File: config.mk
export PLATFORM = sky130hd
export DESIGN_NAME = instr_fetch_queue
export DESIGN_NICKNAME = d
export VERILOG_FILES = /design/src/rtl/instr_fetch_queue.sv
export SDC_FILE = /design/constraint.sdc
export NUM_CORES = 1
export LEC_CHECK = 0
export BUFFER_PORTS_ARGS = -buffer_cell sky130_fd_sc_hd__buf_2
export CELL_PAD_IN_SITES_DETAIL_PLACEMENT = 1
export CELL_PAD_IN_SITES_GLOBAL_PLACEMENT = 1
export CORE_ASPECT_RATIO = 0.9
export CORE_MARGIN = 2
export CORE_UTILIZATION = 40
export DETAILED_ROUTE_END_ITERATION = 8
export HOLD_SLACK_MARGIN = 0.12
export PLACE_DENSITY_LB_ADDON = 0.2
export SLEW_MARGIN = 25
export SYNTH_ARGS = -nofsm -noshare
export SYNTH_HDL_FRONTEND = slang
export SYNTH_SLANG_ARGS = --single-unit
File: constraint.sdc
create_clock -name clk_i -period 3.55 [get_ports clk_i]
set_input_delay 0.5325 -clock clk_i [delete_from_list [all_inputs] [get_ports clk_i]]
set_output_delay 0.5325 -clock clk_i [all_outputs]
set_load 0.005 [all_outputs]
File: src/rtl/instr_fetch_queue.sv
`default_nettype none
// +----------------------------------------------------------------------------+
// | Module      : instr_fetch_queue                                            |
// | Description : Instruction prefetcher. Issues one word-aligned read at a     |
// |               time to instruction memory and buffers the returned words    |
// |               with their addresses in a small FIFO for the decode stage.  |
// |               A redirect flushes the FIFO, restarts fetch at the new PC    |
// |               and drops the data of any read that is still in flight.      |
// | Revision    : 1.0 - initial release                                        |
// +----------------------------------------------------------------------------+
// | Ports                                                                       |
// |   clk_i          in   1   clock, rising edge                               |
// |   rst_i          in   1   asynchronous reset, active low                   |
// |   redirect_i     in   1   taken branch / jump                              |
// |   redirect_pc_i  in  32   new fetch address (low two bits ignored)         |
// |   mem_req_o      out  1   memory read request                              |
// |   mem_addr_o     out 32   memory read address, word aligned                |
// |   mem_ack_i      in   1   read complete, mem_rdata_i valid this cycle      |
// |   mem_rdata_i    in  32   instruction word                                 |
// |   instr_valid_o  out  1   queue head available                             |
// |   instr_o        out 32   head instruction                                 |
// |   instr_pc_o     out 32   head instruction address                         |
// |   instr_ready_i  in   1   consumer takes the head this cycle               |
// +----------------------------------------------------------------------------+
module instr_fetch_queue #(
  parameter int unsigned DEPTH    = 4,
  parameter logic [31:0] RESET_PC = 32'h0000_0000
) (
  input  logic        clk_i,
  input  logic        rst_i,
  input  logic        redirect_i,
  input  logic [31:0] redirect_pc_i,
  output logic        mem_req_o,
  output logic [31:0] mem_addr_o,
  input  logic        mem_ack_i,
  input  logic [31:0] mem_rdata_i,
  output logic        instr_valid_o,
  output logic [31:0] instr_o,
  output logic [31:0] instr_pc_o,
  input  logic        instr_ready_i
);

  localparam int unsigned    PW          = $clog2(DEPTH);
  localparam int unsigned    CW          = PW + 1;
  localparam logic [CW-1:0]  C_DEPTH     = CW'(DEPTH);
  localparam logic [31:0]    C_RESET_PC  = {RESET_PC[31:2], 2'b00};

  typedef enum logic [1:0] {
    ST_IDLE    = 2'd0,
    ST_REQ     = 2'd1,
    ST_DISCARD = 2'd2
  } state_e;

  state_e        state_q, state_d;
  logic [31:0]   fetch_pc_q, fetch_pc_d;
  logic [31:0]   addr_q, addr_d;
  logic [PW-1:0] rd_ptr_q, rd_ptr_d;
  logic [PW-1:0] wr_ptr_q, wr_ptr_d;
  logic [CW-1:0] count_q, count_d;
  logic [31:0]   instr_mem_q [DEPTH];
  logic [31:0]   pc_mem_q    [DEPTH];

  logic          do_pop;
  logic          do_push;
  logic [CW-1:0] count_after_pop;
  logic [CW-1:0] count_after_push;
  logic [31:0]   redirect_pc;
  logic [31:0]   next_pc;
  logic [31:0]   addr_plus4;
  logic          unused_redirect_lsb;

  // Only whole words are fetched; the byte offset of a redirect is dropped.
  assign redirect_pc         = {redirect_pc_i[31:2], 2'b00};
  assign unused_redirect_lsb = ^redirect_pc_i[1:0];
  assign addr_plus4          = addr_q + 32'd4;

  // A redirect wins over both queue operations: the head popped in that
  // cycle and the word returned in that cycle belong to the old stream.
  assign do_pop  = (count_q != '0) && instr_ready_i && !redirect_i;
  assign do_push = (state_q == ST_REQ) && mem_ack_i && !redirect_i;

  assign count_after_pop  = count_q - CW'(do_pop);
  assign count_after_push = count_after_pop + CW'(do_push);

  // Address for a fresh request issued this edge: the redirect target wins
  // over the sequential fetch PC.
  assign next_pc = redirect_i ? redirect_pc : fetch_pc_q;

  always_comb begin
    state_d    = state_q;
    fetch_pc_d = fetch_pc_q;
    addr_d     = addr_q;

    if (redirect_i) begin
      fetch_pc_d = redirect_pc;
    end

    case (state_q)
      ST_IDLE: begin
        // Issue only when the word it returns is guaranteed a free slot.
        if (redirect_i || (count_after_pop < C_DEPTH)) begin
          state_d = ST_REQ;
          addr_d  = next_pc;
        end
      end

      ST_REQ: begin
        if (mem_ack_i) begin
          if (redirect_i) begin
            state_d = ST_REQ;
            addr_d  = redirect_pc;
          end else begin
            fetch_pc_d = addr_plus4;
            addr_d     = addr_plus4;
            state_d    = (count_after_push < C_DEPTH) ? ST_REQ : ST_IDLE;
          end
        end else if (redirect_i) begin
          // Read already on the bus: keep its address until it completes.
          state_d = ST_DISCARD;
        end
      end

      ST_DISCARD: begin
        if (mem_ack_i) begin
          // Queue was flushed on entry, so there is always room.
          state_d = ST_REQ;
          addr_d  = next_pc;
        end
      end

      default: begin
        state_d = ST_IDLE;
      end
    endcase
  end

  always_comb begin
    rd_ptr_d = rd_ptr_q + PW'(do_pop);
    wr_ptr_d = wr_ptr_q + PW'(do_push);
    count_d  = count_after_push;
    if (redirect_i) begin
      rd_ptr_d = '0;
      wr_ptr_d = '0;
      count_d  = '0;
    end
  end

  always_ff @(posedge clk_i or negedge rst_i) begin
    if (!rst_i) begin
      state_q    <= ST_IDLE;
      fetch_pc_q <= C_RESET_PC;
      addr_q     <= C_RESET_PC;
      rd_ptr_q   <= '0;
      wr_ptr_q   <= '0;
      count_q    <= '0;
    end else begin
      state_q    <= state_d;
      fetch_pc_q <= fetch_pc_d;
      addr_q     <= addr_d;
      rd_ptr_q   <= rd_ptr_d;
      wr_ptr_q   <= wr_ptr_d;
      count_q    <= count_d;
    end
  end

  // Storage is cleared on reset so the head outputs read zero while empty
  // after reset.
  always_ff @(posedge clk_i or negedge rst_i) begin
    if (!rst_i) begin
      for (int i = 0; i < DEPTH; i++) begin
        instr_mem_q[i] <= '0;
        pc_mem_q[i]    <= '0;
      end
    end else if (do_push) begin
      instr_mem_q[wr_ptr_q] <= mem_rdata_i;
      pc_mem_q[wr_ptr_q]    <= addr_q;
    end
  end

  assign mem_req_o     = (state_q != ST_IDLE);
  assign mem_addr_o    = addr_q;
  assign instr_valid_o = (count_q != '0);
  assign instr_o       = instr_mem_q[rd_ptr_q];
  assign instr_pc_o    = pc_mem_q[rd_ptr_q];

endmodule
`default_nettype wire

# Word-level counts from Yosys, hierarchy flattened
# Index checks and enable logic that the tools add are counted.
[word_totals] inputBits=69 regBits=329 output_inout_bits=98 wordCells=74
[op_classes] n_reduce_logical=13 magnitude_cmp=5 n_eq_ne=6 bitwise_logic=2 addsub=5 n_mux=29
[ops] op="2-to-1 mux 32 bit" count=13
[ops] op="bitwise mux 128 bit" count=2
[ops] op="binary-select mux 32 bit (select 2 bit)" count=2
[ops] op="one-hot mux 32 bit (3 select lines)" count=1
[ops] op="demux 32 bit (select 2 bit)" count=1
[ops] op="adder 32 x 3 -> 32 bit, second input constant" count=1
[ops] op="2-to-1 mux 2 bit" count=6
[ops] op="greater-or-equal comparator 3 bit, second input constant" count=2
[ops] op="< comparator 3 bit, second input constant" count=2
[ops] op="!= test 2 bit, second input constant" count=3
[ops] op="NOT 2 -> 3 bit" count=2
[ops] op="one-hot mux 2 bit (3 select lines)" count=1
[ops] op="nonzero test 3 bit" count=2
[ops] op="logical AND 1 bit" count=5
[ops] op="adder 2 x 1 -> 2 bit" count=2
[ops] op="AND reduction 4 bit" count=1
[ops] op="adder 3 x 1 -> 3 bit" count=1
[ops] op="< comparator 3 x 1 -> 1 bit, second input constant" count=1
[ops] op="2-to-1 mux 3 bit" count=1
[ops] op="!= test 3 bit, second input constant" count=1
[ops] op="AND reduction 3 bit" count=1
[ops] op="subtractor 3 x 1 -> 3 bit" count=1
[ops] op="equality test 2 x 1 -> 1 bit, second input constant" count=1
[ops] op="equality test 2 bit, second input constant" count=1
[ops] op="other kinds (5)" count=6

# Depth between registers and ports, before layout
[logic_depth] word_depth=10 mapped_depth=14 depth_no_buf=10

# Worst setup path before layout
# Ideal clock, no wire load.
[synth_timing] path_type="input to register" startpoint="in redirect_i" endpoint="reg addr_q[11], in the netlist mem_addr_o[11]" setup_ns=0.126 stages=13 t_arrival_ns=3.092 n_path_buf=5 required_time_ns=3.424 path_slack_ns=0.332 path_cell_list="clkbuf_1 inv_1 clkbuf_1 clkbuf_1 and3_1 ha_1 ha_1 xnor2_1 o21ai_0 and2_1 clkbuf_1 buf_2 a221o_1"
[synth_between] elab_chain_len=7 elab_cells_between_ends=13 classes_between="add/sub: 1; order compare: 1; eq/ne: 1; mux: 6; reduce/logical: 4"
[synth_lines] item="from (decl)" line="31" rtl="input logic redirect_i,"
[synth_lines] item="logical NOT 1 bit" line="79" rtl="assign do_pop = (count_q != '0) && instr_ready_i && !redirect_i;"
[synth_lines] item="logical AND 1 bit" line="79"
[synth_lines] item="subtractor 3 x 1 -> 3 bit" line="82" rtl="assign count_after_pop = count_q - CW'(do_pop);"
[synth_lines] item="< comparator 3 bit" line="101" rtl="if (redirect_i || (count_after_pop < C_DEPTH)) begin"
[synth_lines] item="logical OR 1 bit" line="101"
[synth_lines] item="!= test 2 bit (no source line)"
[synth_lines] item="AND reduction 4 bit (no source line)"
[synth_lines] item="to (signal assigned)" line="159" rtl="addr_q <= addr_d;"
[synth_lines] item="to (decl)" line="56" rtl="logic [31:0] addr_q, addr_d;"
# Several ways; a longest one is shown, not always the timed one. The select of a mux whose other input is x is not followed.
# A chain may end at the register's enable or synchronous reset.

# Final worst setup path
[layout_timing] startpoint="reg count_q[2]" endpoint="reg addr_q[18], in the netlist mem_addr_o[18]"
[layout_between] elab_chain_len=8
[layout_lines] item="from (decl)" line="59" rtl="logic [CW-1:0] count_q, count_d;"
[layout_lines] item="from (signal assigned)" line="162" rtl="count_q <= count_d;"
[layout_lines] item="nonzero test 3 bit" line="79"
[layout_lines] item="logical AND 1 bit (2 in series)" line="79"
[layout_lines] item="subtractor 3 x 1 -> 3 bit *" line="82"
[layout_lines] item="< comparator 3 bit *" line="101"
[layout_lines] item="logical OR 1 bit *" line="101"
[layout_lines] item="!= test 2 bit (no source line) *"
[layout_lines] item="AND reduction 4 bit (no source line) *"
# Every way passes the cells marked *; elsewhere a longest branch is shown, timed or not.

==> run metrics <==
outcome=complete, no violations; Finish-stage setup viols=0; Max VDD drop=0.000344 V; Vias/cell=~5.6; synthesized flop and latch total=329; power density over the cells=~760 mW/mm2; CTS clock-pin slew for the worst setup and hold paths=about 0.06 ns; EDFF count, synth=0; post-CTS setup buffer count=0; Placed Cells=1,718; nets=~1,300; RR Startpoint=count_q[2]$_DFF_PN0_; Total GRT Usage=20.5%; Port Buffer Count=164; top cell type's share of synthesized area=53.1%; Primary FF master, synth=dfrtp_1; maximum fanout along the worst path=19; Unique masters post-synth=61; WL final=40,200 um; Final Worst Setup Slack=0.472 ns; sequential cell area fraction in the yosys report=a little over half; WHS=0.251 ns; # DRC=0; Core Area=0.0383 mm2; first-pass GRT wire length=64,000 um; slew margin rel.=32.7%; vias in the first global route=10,900; slack of the worst reg-to-reg path=0.47 ns; critical hold path startpoint=redirect_pc_i[28]; Worst Path Arrival=3.43 ns; Fmax=about 0.32 GHz; YS warnings=0; final core utilization=47.2%; share of layout cells above drive strength 1=44.8%; DR pass1 iterations=5; Final period util=86.7%; RSZ-0062 raised after global routing=no; setup TNS=0 ns; CP startpoint kind=register; clock sink total=329; die span in y=191 um; worst r2r dst=mem_addr_o[18]$_DFFE_PN0P_; Lkg Pwr=8.23 nW; Die W=212 um; Place WS=0.481 ns; Post-DRT Antenna Nets=0; Worst Tran Pin Value=between 1 and 1.5 ns; Yosys top cell by area=dfrtp_1; Max Clock Skew=0.0259 ns; CTS Buf Count=39; Ports=167; GRT overflow=0; P&R area growth vs syn=16.6%; FP Rows=68; routability-driven placement congestion ratio=0.774; initial core utilization=between 40 and 50%; largest net degree at the start of global routing=93; Pins Over Slew Limit=0; worst hold endpoint=fetch_pc_q[28]$_DFF_PN0_; crit path capture type=register; worst hold path cell count=3; CP Data Required Time=a little under 4 ns; filler-free cell count of the finished design=1,788; htree depth=2; synth top area cells=dfrtp_1 53%, mux2_2 18%, mux4_2 9.3%; Post-synth ARST share=100%; hold buffers post-CTS=1; TritonCTS clock tree=done; drt wl/cell=22.5 um; antenna cells=0; clk root buf=clkbuf_16; # resized after CTS=0; clock buffer depth=3; crit path kind=register to register; worst-skew pair later-pin latency=between 0.5 and 0.6 ns; Synth Instances=1,131; max cap viols=0; cells on worst reg2reg path=10; Final HPWL DP=25,100 um; total number of vias=between 10,000 and 15,000; Final Hold Viols=0; post-synthesis average cell area=13.7 um2; cell area after synthesis=0.0155 mm2; hold crit path type=input pin to register; Synthesized Nets=~1,200; DIE AREA=0.0404 mm2; initial antenna violation count=0; fin crit period=3.08 ns; Iteration-0 DRC Markers=between 400 and 500
-- logic make-up after synthesis --
kind of cell             Yosys count  synth area share [%]
XOR/XNOR                          25                  1.41
AO/OA/AOI/OAI                    149                  6.35
multiplexers                     346                  29.6
buffers and inverters            105                  3.46
flip-flops                       329                  53.1
AND/OR/NAND/NOR                  170                  5.55
adder cells (fa/ha/maj)            7                 0.565
-- layout by cell type, fill, tap and decap left out, types with 11 or more instances in the layout --
| master | instances |
|---|---|
| nor3_1 | 15 |
| o21ai_0 | 46 |
| a21oi_1 | 25 |
| mux2_2 | 249 |
| a22oi_1 | 11 |
| xnor2_1 | 12 |
| clkbuf_16 | 41 |
| nand2_1 | 64 |
| dfrtp_1 | 327 |
| buf_2 | 163 |
| clkbuf_8 | 11 |
| buf_4 | 19 |
| mux4_2 | 64 |
| nor2_1 | 28 |
| xor2_1 | 13 |
| nand3_1 | 19 |
| mux2i_1 | 25 |
-- routing by layer --
metal | vias up | track usage, % | part of all wire [%]
met5 | - | 0.493 | 0
met2 | 176 | 33.1 | 47
li1 | 4456 | - | -
met3 | 52 | 3.69 | 4.1
met4 | 0 | 5.36 | 1.7
met1 | 5324 | 28.6 | 47
-- worst max-delay path, stage by stage, from the launching register on --
cell,delay (ns)
dfrtp_1,0.38
or3_1,0.40
and3_1,0.22
ha_1,0.19
ha_1,0.19
xnor2_1,0.39
o21ai_0,0.21
nand2_1,0.16
buf_4,0.36
mux2i_1,0.23
o221ai_1,0.14
-- flip-flops by register name (all words and copies together) (netlist names) --
register     flops
rd_ptr_q         2
count_q          3
instr_mem_q    128
mem_addr_o      32
wr_ptr_q         2
fetch_pc_q      32
state_q          2
pc_mem_q       128
-- synth_stat cells (5+ instances only) --
library cell	n
o31a_1	5
buf_2	22
mux2i_1	25
o221ai_1	6
a21boi_0	6
nand4_1	5
or3_1	5
and4_1	5
ha_1	7
a31oi_1	5
nor3_1	15
nor2_1	29
mux4_2	64
a22oi_1	11
o21ai_0	46
clkbuf_1	44
xor2_1	13
nor2b_1	5
mux2_1	8
buf_6	6
o31ai_1	6
dfrtp_1	329
o211ai_1	5
xnor2_1	12
and3_1	5
nand3_1	19
buf_4	18
a221o_1	5
a21oi_1	25
inv_1	10
nand2_1	64
mux2_2	249
-- final cells by class --
type,count,area [um2]
clock buffers,61,1210
clock inverters,8,72.6
fillers,3834,20200
inverters,10,37.5
multi-input cells,697,6750
flip-flops and latches,329,8240
well taps,490,613
repair buffers,193,1150
-- power by group --
| group | internal [W] | switching (W) | total [W] |
|---|---|---|---|
| registers | 0.00482 | 0.00110 | 0.00592 |
| clock network | 0.00241 | 0.00156 | 0.00397 |
| logic | 0.00217 | 0.00174 | 0.00392 |
-- worst max-delay path by stage --
stage | startpoint | endpoint | slack [ns] | cells after the start
after floorplan | redirect_i | mem_addr_o[11]$_DFFE_PN0P_ | 0.33 | 13
after global placement | count_q[2]$_DFF_PN0_ | mem_addr_o[20]$_DFFE_PN0P_ | 0.60 | 10
after detailed placement | count_q[2]$_DFF_PN0_ | mem_addr_o[18]$_DFFE_PN0P_ | 0.48 | 10
after CTS | count_q[2]$_DFF_PN0_ | mem_addr_o[18]$_DFFE_PN0P_ | 0.46 | 10
after global routing | count_q[2]$_DFF_PN0_ | mem_addr_o[18]$_DFFE_PN0P_ | 0.26 | 10
final | count_q[2]$_DFF_PN0_ | mem_addr_o[18]$_DFFE_PN0P_ | 0.47 | 10
-- metrics by stage --
stage / area (um2) / power (W)
6_report: 18100 / 0.0138
3_3_place_gp: 16800 / 0.00979
2_1_floorplan: 15500 / 0.00823
3_5_place_dp: 16800 / 0.00996
5_1_grt: 18100 / 0.0147
4_1_cts: 18100 / 0.0140
Note: power is estimated with default switching activity, not from simulation.
